--- src/rtl/m65c02_wrsel_pkg.sv ---
// -----------------------------------------------------------------------------
// m65c02_wrsel_pkg
//
// Shared definitions for the M65C02A register write-select unit.
//   - Lane indices of the architectural registers in the write-enable vector.
//   - Encodings of the microprogram Reg_WE field. The instruction-decoder
//     WSel field uses the same code points, so one enum serves both.
//   - we_lanes(): maps a "direct" code (anything but WE_WSEL) onto the five
//     architectural lanes {S,P,Y,X,A}.
// -----------------------------------------------------------------------------
package m65c02_wrsel_pkg;

    // Lane indices inside the write-enable vector
    localparam int REG_A = 0;
    localparam int REG_X = 1;
    localparam int REG_Y = 2;
    localparam int REG_P = 3;
    localparam int REG_S = 4;

    // Number of architectural lanes; anything above is reserved
    localparam int NARCH = 5;

    // Reg_WE / WSel code points
    typedef enum logic [2:0] {
        WE_NONE = 3'b000,
        WE_A    = 3'b001,
        WE_X    = 3'b010,
        WE_Y    = 3'b011,
        WE_WSEL = 3'b100,
        WE_S    = 3'b101,
        WE_P    = 3'b110,
        WE_RSVD = 3'b111
    } wr_code_e;

    // Lane set written by a direct code. A/X/Y loads also update the flags,
    // hence the P lane alongside. WE_WSEL and WE_RSVD write nothing here;
    // the caller resolves WE_WSEL before calling.
    function automatic logic [NARCH-1:0] we_lanes(input logic [2:0] code);
        logic [NARCH-1:0] v;
        v = '0;
        case (code)
            WE_A: begin
                v[REG_A] = 1'b1;
                v[REG_P] = 1'b1;
            end
            WE_X: begin
                v[REG_X] = 1'b1;
                v[REG_P] = 1'b1;
            end
            WE_Y: begin
                v[REG_Y] = 1'b1;
                v[REG_P] = 1'b1;
            end
            WE_S:    v[REG_S] = 1'b1;
            WE_P:    v[REG_P] = 1'b1;
            default: v = '0;
        endcase
        return v;
    endfunction

endpackage : m65c02_wrsel_pkg

--- src/rtl/m65c02_wrsel_dec.sv ---
// -----------------------------------------------------------------------------
// m65c02_wrsel_dec
//
// Purely combinational decode of the write-select fields into a write-enable
// vector over NREGS lanes. Lanes 5..NREGS-1 are reserved and driven to 0.
//
// Optional build macro: WRSEL_OSX_EN
//   When defined, an active OSX prefix redirects an X write to S (the flags
//   lane is untouched, so X+P becomes S+P). When undefined OSX is ignored.
//
// Ports:
//   Reg_WE  in   3      microprogram write-enable field
//   WSel    in   3      instruction-decoder select, used when Reg_WE = WE_WSEL
//   Valid   in   1      fields are meaningful; D is 0 otherwise
//   OSX     in   1      operand-size / stack-override prefix
//   D       out  NREGS  decoded write-enable vector
// -----------------------------------------------------------------------------
module m65c02_wrsel_dec
    import m65c02_wrsel_pkg::*;
#(
    parameter int NREGS = 8
) (
    input  logic [2:0]       Reg_WE,
    input  logic [2:0]       WSel,
    input  logic             Valid,
    input  logic             OSX,
    output logic [NREGS-1:0] D
);

    logic [2:0]       code;
    logic [NARCH-1:0] lanes;

    // Resolve the indirect WSel code into a direct code. WSel differs from
    // Reg_WE in two points: 100 writes nothing and 111 writes P.
    always_comb begin
        code = Reg_WE;
        if (Reg_WE == WE_WSEL) begin
            if (WSel == WE_RSVD) begin
                code = WE_P;
            end else if (WSel == WE_WSEL) begin
                code = WE_NONE;
            end else begin
                code = WSel;
            end
        end
    end

`ifdef WRSEL_OSX_EN
    always_comb begin
        lanes = we_lanes(code);
        if (OSX && lanes[REG_X]) begin
            lanes[REG_X] = 1'b0;
            lanes[REG_S] = 1'b1;
        end
    end
`else
    logic osx_unused;
    assign osx_unused = OSX;

    always_comb begin
        lanes = we_lanes(code);
    end
`endif

    // Reserved lanes stay 0; nothing is written unless Valid.
    always_comb begin
        D = '0;
        if (Valid) begin
            D[NARCH-1:0] = lanes;
        end
    end

endmodule : m65c02_wrsel_dec

--- src/rtl/m65c02_wrsel_pipe.sv ---
// -----------------------------------------------------------------------------
// m65c02_wrsel_pipe
//
// Register write-select unit for the M65C02A core. The decoded write-enable
// vector is carried through a DEPTH-stage pipeline; the last stage drives the
// writeback select. A pending-write scoreboard (OR of all stages) flags a
// read-after-write hazard for the instruction in decode.
//
// Optional build macro: WRSEL_OSX_EN (OSX redirects X writes to S, see the
// decoder). The default build ignores OSX.
//
// Parameters:
//   NREGS  write-enable lanes (>= 5); A=0 X=1 Y=2 P=3 S=4, rest reserved
//   DEPTH  stages from decode to writeback select (>= 1)
//
// Ports:
//   Clk      in   1      clock, rising edge
//   nRst     in   1      asynchronous active-low reset
//   Rdy      in   1      pipeline advance enable
//   Valid    in   1      Reg_WE/WSel meaningful this cycle
//   Flush    in   1      discard in-flight writes not yet at writeback
//   Reg_WE   in   3      microprogram write-enable field
//   WSel     in   3      instruction-decoder write select
//   OSX      in   1      operand-size / stack-override prefix
//   Rd_Sel   in   NREGS  registers read by the instruction in decode
//   Sel      out  NREGS  writeback-stage write enables
//   Sel_Vld  out  1      Sel has at least one bit set
//   Pend     out  NREGS  OR of all pipeline stages
//   Stall    out  1      a read in decode hits a write not yet at writeback
//
// Handshake: there is no backpressure from this block. Stall is advisory;
// the sequencer must drop Rdy/Valid itself. A stage word moves only on an
// edge with Rdy = 1, and Flush acts on its edge regardless of Rdy.
// -----------------------------------------------------------------------------
module m65c02_wrsel_pipe
    import m65c02_wrsel_pkg::*;
#(
    parameter int NREGS = 8,
    parameter int DEPTH = 2
) (
    input  logic             Clk,
    input  logic             nRst,
    input  logic             Rdy,
    input  logic             Valid,
    input  logic             Flush,
    input  logic [2:0]       Reg_WE,
    input  logic [2:0]       WSel,
    input  logic             OSX,
    input  logic [NREGS-1:0] Rd_Sel,
    output logic [NREGS-1:0] Sel,
    output logic             Sel_Vld,
    output logic [NREGS-1:0] Pend,
    output logic             Stall
);

    logic [NREGS-1:0]            dec_vec;
    logic [DEPTH-1:0][NREGS-1:0] stg_q;
    logic [DEPTH-1:0][NREGS-1:0] stg_d;
    logic [NREGS-1:0]            pend_hz;

    m65c02_wrsel_dec #(
        .NREGS (NREGS)
    ) u_dec (
        .Reg_WE (Reg_WE),
        .WSel   (WSel),
        .Valid  (Valid),
        .OSX    (OSX),
        .D      (dec_vec)
    );

    // Next-state of the pipeline.
    // Flush with Rdy: stages 0..DEPTH-2 clear, and the writeback stage takes
    // the (cleared) word from the stage before it, so the whole pipe empties.
    // Flush without Rdy: the writeback stage holds, the rest clear.
    // The decode word presented with Flush is always dropped.
    always_comb begin
        stg_d = stg_q;
        if (Rdy) begin
            stg_d[0] = Flush ? '0 : dec_vec;
            for (int i = 1; i < DEPTH; i++) begin
                stg_d[i] = Flush ? '0 : stg_q[i-1];
            end
        end else if (Flush) begin
            for (int i = 0; i < DEPTH - 1; i++) begin
                stg_d[i] = '0;
            end
        end
    end

    always_ff @(posedge Clk or negedge nRst) begin
        if (!nRst) begin
            stg_q <= '0;
        end else begin
            stg_q <= stg_d;
        end
    end

    // Scoreboard. The writeback stage is excluded from the hazard set: its
    // write lands this cycle, so a read in decode sees the new value.
    always_comb begin
        Pend    = '0;
        pend_hz = '0;
        for (int i = 0; i < DEPTH; i++) begin
            Pend = Pend | stg_q[i];
            if (i < DEPTH - 1) begin
                pend_hz = pend_hz | stg_q[i];
            end
        end
    end

    assign Sel     = stg_q[DEPTH-1];
    assign Sel_Vld = |stg_q[DEPTH-1];
    assign Stall   = |(Rd_Sel & pend_hz);

endmodule : m65c02_wrsel_pipe

--- config.mk ---
export PLATFORM = sky130hd
export DESIGN_NAME = m65c02_wrsel_pipe
export DESIGN_NICKNAME = d
export VERILOG_FILES = /design/src/rtl/m65c02_wrsel_pkg.sv /design/src/rtl/m65c02_wrsel_dec.sv /design/src/rtl/m65c02_wrsel_pipe.sv
export SDC_FILE = /design/constraint.sdc
export NUM_CORES = 1
export LEC_CHECK = 0
export CORE_MARGIN = 4
export CORE_UTILIZATION = 35
export CTS_BUF_LIST = sky130_fd_sc_hd__clkbuf_8
export DETAILED_ROUTE_END_ITERATION = 8
export HOLD_SLACK_MARGIN = 0.05
export PLACE_DENSITY = 0.7
export RECOVER_POWER = 100
export SLEW_MARGIN = 20
export SYNTH_ARGS = -nofsm -noshare
export SYNTH_HDL_FRONTEND = slang
export SYNTH_SLANG_ARGS = --single-unit
--- constraint.sdc ---
create_clock -name Clk -period 0.9 [get_ports Clk]
set_input_delay 0.135 -clock Clk [delete_from_list [all_inputs] [get_ports Clk]]
set_output_delay 0.135 -clock Clk [all_outputs]
set_load 0.005 [all_outputs]
==> results.json, run 1 <==
{
  "vias": 963,
  "drt-initial-drc-count": 31,
  "cp_data_arrival_time_ns": 1.21,
  "ys_top_cells_by_count": "dfrtp_1 (16), inv_1 (10), nand2_1 (10)",
  "die_area_um2": 3110,
  "grt.total_usage_pct": 18.9,
  "worstMarginPinSlew_ns": 0.392,
  "grt_pass1_vias": 1045,
  "drv_cap": 0,
  "fin_cells": 193,
  "start_util_pct": 36.4,
  "r2r_start": "Sel[1]",
  "setup_violations": 21,
  "post-route-period-util_pct": 149,
  "synth-edff-count": 0,
  "status": "complete, but fails checks",
  "irDropWorstVdd_mv": 0.926,
  "leakage_nw": 0.837,
  "p_per_area_nw_per_um2": 975,
  "holdWs_ns": 0.284,
  "cts_tree": "done",
  "setup_ws_ns": -0.440,
  "cts.clk_slew.worst_paths_ns": 0.07,
  "portBuffers": 36,
  "synth.distinct_cells": 25,
  "avgRoutedWirePerCell_um": 15.2,
  "min_from": "Reg_WE[1]",
  "cts_sinks": 16,
  "syn_area_um2": 798,
  "final_core_util_pct": 73.8,
  "insertedDiodeCount": 0,
  "drive_gt1_share_pct": 53.3,
  "synth.most_common_cell": "dfrtp_1",
  "syn2layout_area_growth_pct": 103,
  "cts_htree_levels": 1,
  "synthCells": 85,
  "gp_congestion": 0.824,
  "avgSynthCellArea_um2": 9.39,
  "ys.flop_type": "dfrtp_1",
  "core_area_um2": 2190,
  "final.min_clock_period_ns": 1.34,
  "ys_warn_count": 0,
  "clock-root-buffer": "clkbuf_8",
  "fp-row-count": 17,
  "io_pins": 38,
  "skew_ns": 0.00115,
  "routed_wl_um": 2930,
  "fmax_mhz": 746,
  "rsz0062_at_grt": "true",
  "ys_async_sr_fraction_pct": 100,
  "critPathMaxFanout": 3,
  "synth_area_leaders": "dfrtp_1 (50%), or2_1 (5.5%), inv_1 (4.7%)",
  "vias_per_cell": 4.99,
  "crit_path_end_kind": "primary output",
  "worstPathRequired_ns": 0.76,
  "synth_top_area_share_pct": 50.2,
  "grt_pass1_wl_um": 4710,
  "synth.largest_area_cell": "dfrtp_1",
  "critPathLaunchType": "flop",
  "worstSetupStartpoint": "pend_hz[1]",
  "grt.overflow.total": 0,
  "slew_violations": 0,
  "dr.pass1.iters": 4,
  "yosysSeqAreaShare_pct": 50.2,
  "cts_buffers": 3,
  "criticalPathCategory": "reg -> out",
  "chipWidth_um": 55.8,
  "dp_hpwl_um": 1910,
  "nets": 187,
  "syn_nets": 105,
  "die_h_um": 55.8,
  "postRouteAntennaNets": 0,
  "drc": 0,
  "relSlewSlack_pct": 73.9,
  "grt_max_degree": 17,
  "synth-seq-cells": 16,
  "ctsLongestPathBuffers": 2,
  "place_inst": 177,
  "antenna_found_initial": 0,
  "violations": "negative setup slack",
  "hold_violations": 0,
  "worstHoldPathType": "in -> reg",
  "clk-insertion-delay-late_ns": 0.25
}
-- state kept, by name, summed over array words and instances (netlist names) --
register,count
Sel,8
pend_hz,8
-- what timing repair did --
| item | CTS | global route |
|---|---|---|
| pin swaps | 11 | 9 |
| endpoints found under the setup margin | 28 | 28 |
| hold buffers | 0 | 0 |
| setup buffers | 11 | 3 |
| resized for setup | 122 | 24 |
-- critical path: stages (launching register included) --
cell     delay [ns]
dfrtp_1        0.40
a22oi_1        0.24
nand4_1        0.16
buf_2          0.16
-- power breakdown --
part	total (mW)	leakage [nW]	switching, mW	internal [mW]
registers	0.738	0.222	0.00977	0.729
logic	0.303	0.593	0.137	0.166
clock network	0.535	0.0216	0.238	0.297
total	1.58	0.837	0.385	1.19
-- metal layers --
layer  GRT usage, %  vias up  wire length, µm
met5              0        -                0
met4           7.64        0               67
met3           4.18        8              225
met2           35.1       40             1530
met1           20.3      457             1110
li1               -      458                -
-- logic make-up after synthesis --
| logic type | Yosys count | share of synthesized area (%) |
|---|---|---|
| AND/OR/NAND/NOR | 34 | 23.4 |
| AO/OA/AOI/OAI | 24 | 21.3 |
| flip-flops | 16 | 50.2 |
| buffers and inverters | 11 | 5.17 |
-- per-stage QoR --
stage / cell area (µm²) / setup TNS, ns / power [mW] / setup WS [ns]
2_1_floorplan: 798 / 0 / 0.815 / 0.0282
6_report: 1620 / -5.17 / 1.58 / -0.440
4_1_cts: 1600 / -4.73 / 1.58 / -0.399
3_3_place_gp: 1420 / -10.84 / 1.03 / -0.581
3_5_place_dp: 1420 / -11.37 / 1.04 / -0.562
5_1_grt: 1620 / -5.86 / 1.65 / -0.473
-- path summary, 6_finish.rpt --
path	to	slack, ns	cells past startpoint
max in group asynchronous	Sel[2]	0.27	2
min in group asynchronous	Sel[3]	0.34	2
worst min register to register	pend_hz[4]	0.64	3
worst min-delay path	pend_hz[4]	0.28	4
worst max register to register	Sel[1]	-0.06	5
worst max-delay path	Stall	-0.44	3
-- cell usage in the layout (no fill, tap or decap), types with 4 or more instances in the layout --
cell type         n
clkbuf_4          4
buf_2            12
nand3b_1          4
nand2_1           8
buf_6            24
clkbuf_2          6
buf_4            20
or2_1             7
o21ai_1           7
inv_1             8
dfrtp_1          16
clkdlybuf4s50_1   8
-- final cells by class --
class | count | area (µm²)
Tap cell | 28 | 35.0
Multi-Input combinational cell | 58 | 449
Clock buffer | 3 | 41.3
Timing Repair Buffer | 78 | 652
Fill cell | 155 | 573
Sequential cell | 16 | 400
Inverter | 10 | 40.0
Note: power is estimated with default switching activity, not from simulation.
==> run 2: changes to the inputs <==
GPL_TIMING_DRIVEN = 0   (was default)
SETUP_SLACK_MARGIN = 0.05   (was default)
==> run 2 against run 1 <==
  * The run ends with negative hold slack, negative setup slack left
  * Die area stayed put
  * Clock power is 21% higher
  * Combinational power is 13% lower
  * Wire length is 2.4% higher
  * Fmax is 6.5% lower
==> results.json, run 2 (synthesis results as in run 1) <==
{
  "final_cell_mix": "buf_6 (26), dfrtp_1 (16), buf_2 (16), nand2_1 (8), clkdlybuf4s50_1 (8)",
  "p_per_area_nw_per_um2": 1040,
  "gp_congestion": 0.781,
  "vias": 966,
  "drv_cap": 0,
  "mostFrequentLayoutCell": "buf_6",
  "vias_per_cell": 5.17,
  "clk-insertion-delay-late_ns": 0.25,
  "post-route-period-util_pct": 159,
  "skew_ns": 0.00111,
  "core_area_um2": 2190,
  "hold_violations": 16,
  "portBuffers": 36,
  "final.min_clock_period_ns": 1.43,
  "worstPathRequired_ns": 0.76,
  "ctsLongestPathBuffers": 2,
  "worstMarginPinSlew_ns": 0.851,
  "drc": 0,
  "final_core_util_pct": 72.1,
  "antenna_found_initial": 0,
  "grt_pass1_vias": 926,
  "nFillCells": 155,
  "grt_max_degree": 17,
  "nets": 180,
  "postRouteAntennaNets": 0,
  "insertedDiodeCount": 0,
  "clock-root-buffer": "clkbuf_8",
  "grt_pass1_wl_um": 4390,
  "fmax_mhz": 697,
  "drive_gt1_share_pct": 52.8,
  "cts_htree_levels": 1,
  "cts_buffers": 3,
  "grt.overflow.total": 0,
  "die_area_um2": 3110,
  "start_util_pct": 36.4,
  "hold_buffers": 0,
  "cts_tree": "done",
  "final-seq-area_um2": 400,
  "holdWs_ns": -0.0354,
  "avgRoutedWirePerCell_um": 16.1,
  "slew_violations": 0,
  "relSlewSlack_pct": 43.3,
  "violations": "negative hold slack, negative setup slack",
  "chipWidth_um": 55.8,
  "worstHoldPathType": "in -> async",
  "status": "complete, but fails checks",
  "setup_violations": 25,
  "grt.total_usage_pct": 17.5,
  "rsz0062_at_grt": "true",
  "dr.pass1.iters": 4,
  "criticalPathCategory": "reg -> out",
  "dp_slack_ns": -0.585,
  "cp_data_arrival_time_ns": 1.30,
  "leakage_nw": 0.810,
  "routed_wl_um": 3000,
  "multi_input_area_um2": 462,
  "r2r_slack_ns": -0.12,
  "power_mw": 1.65,
  "dp_hpwl_um": 1610,
  "fp-row-count": 17,
  "irDropWorstVdd_mv": 0.906,
  "cts_sinks": 16,
  "crit_path_end_kind": "primary output",
  "critPathLaunchType": "flop",
  "critPathMaxFanout": 2,
  "drt-initial-drc-count": 24,
  "cts.clk_slew.worst_paths_ns": 0.07,
  "syn2layout_area_growth_pct": 98.0,
  "setup_ws_ns": -0.534,
  "die_h_um": 55.8,
  "io_pins": 38
}
-- run 2: cell types whose count changed in the layout (fill, tap and decap cells not counted), moves of 2 or more --
cell / previous run / this run
buf_6: 24 / 26
clkbuf_1: 1 / 4
buf_2: 12 / 16
inv_2: 1 / 3
buf_4: 20 / 7
inv_1: 8 / 6
-- run 2: critical path, cell delays in order, from the launching register on --
cell     delay, ns
dfrtp_1       0.43
buf_4         0.16
nor4_4        0.22
nand2_1       0.09
buf_2         0.14
-- run 2: cell type report --
| cell class | instances | area share [%] |
|---|---|---|
| timing repair buffer | 70 | 37.0 |
| clock buffer | 4 | 3.48 |
| tap | 28 | 2.22 |
| sequential | 16 | 25.3 |
| multi-input combinational | 58 | 29.2 |
| inverter | 10 | 2.53 |
| buffer | 1 | 0.238 |
-- run 2: timing repair --
item                                    4_1_cts  5_1_grt
setup buffers                                25       11
endpoints found under the setup margin       34       49
hold endpoints to repair                      0       16
gates resized for setup                     126       39
pin swaps                                    13       13
-- run 2: final timing paths --
check | cells after the start | start | endpoint
max reg2reg | 5 | Sel[0] | Sel[0]
max | 4 | Sel[0] | Sel_Vld
min | 1 | nRst | Sel[7]
max in group asynchronous | 1 | nRst | Sel[3]
min reg2reg | 2 | Sel[3] | Sel[3]
min in group Clk | 3 | Rdy | Sel[0]
-- run 2: power breakdown --
group	internal (mW)	total, mW	switching (mW)	leakage (nW)
Sequential	0.728	0.738	0.00951	0.222
Clock	0.388	0.647	0.259	0.0288
Combinational	0.128	0.264	0.136	0.559
Total	1.24	1.65	0.404	0.810
-- run 2: per-layer routing --
layer	part of all wire [%]	GRT usage [%]	wire [µm]	vias to the layer above
met5	0	0	0	-
met3	6.3	4.18	190	11
met4	2.4	6.94	72	0
met1	40	22.0	1220	473
li1	-	-	-	443
met2	51	28.5	1530	39
-- run 2: stage by stage --
| stage | TNS (ns) | hold slack, ns | instances | instance area, µm² |
|---|---|---|---|---|
| after floorplan | 0 | -0.161 | 85 | 798 |
| after global placement | -14.34 | 0.522 | 149 | 1190 |
| after detailed placement | -14.91 | 0.524 | 149 | 1190 |
| after CTS | -4.18 | 0.201 | 178 | 1480 |
| after global routing | -6.09 | 0.0520 | 187 | 1580 |
| final | -5.40 | -0.0354 | 187 | 1580 |
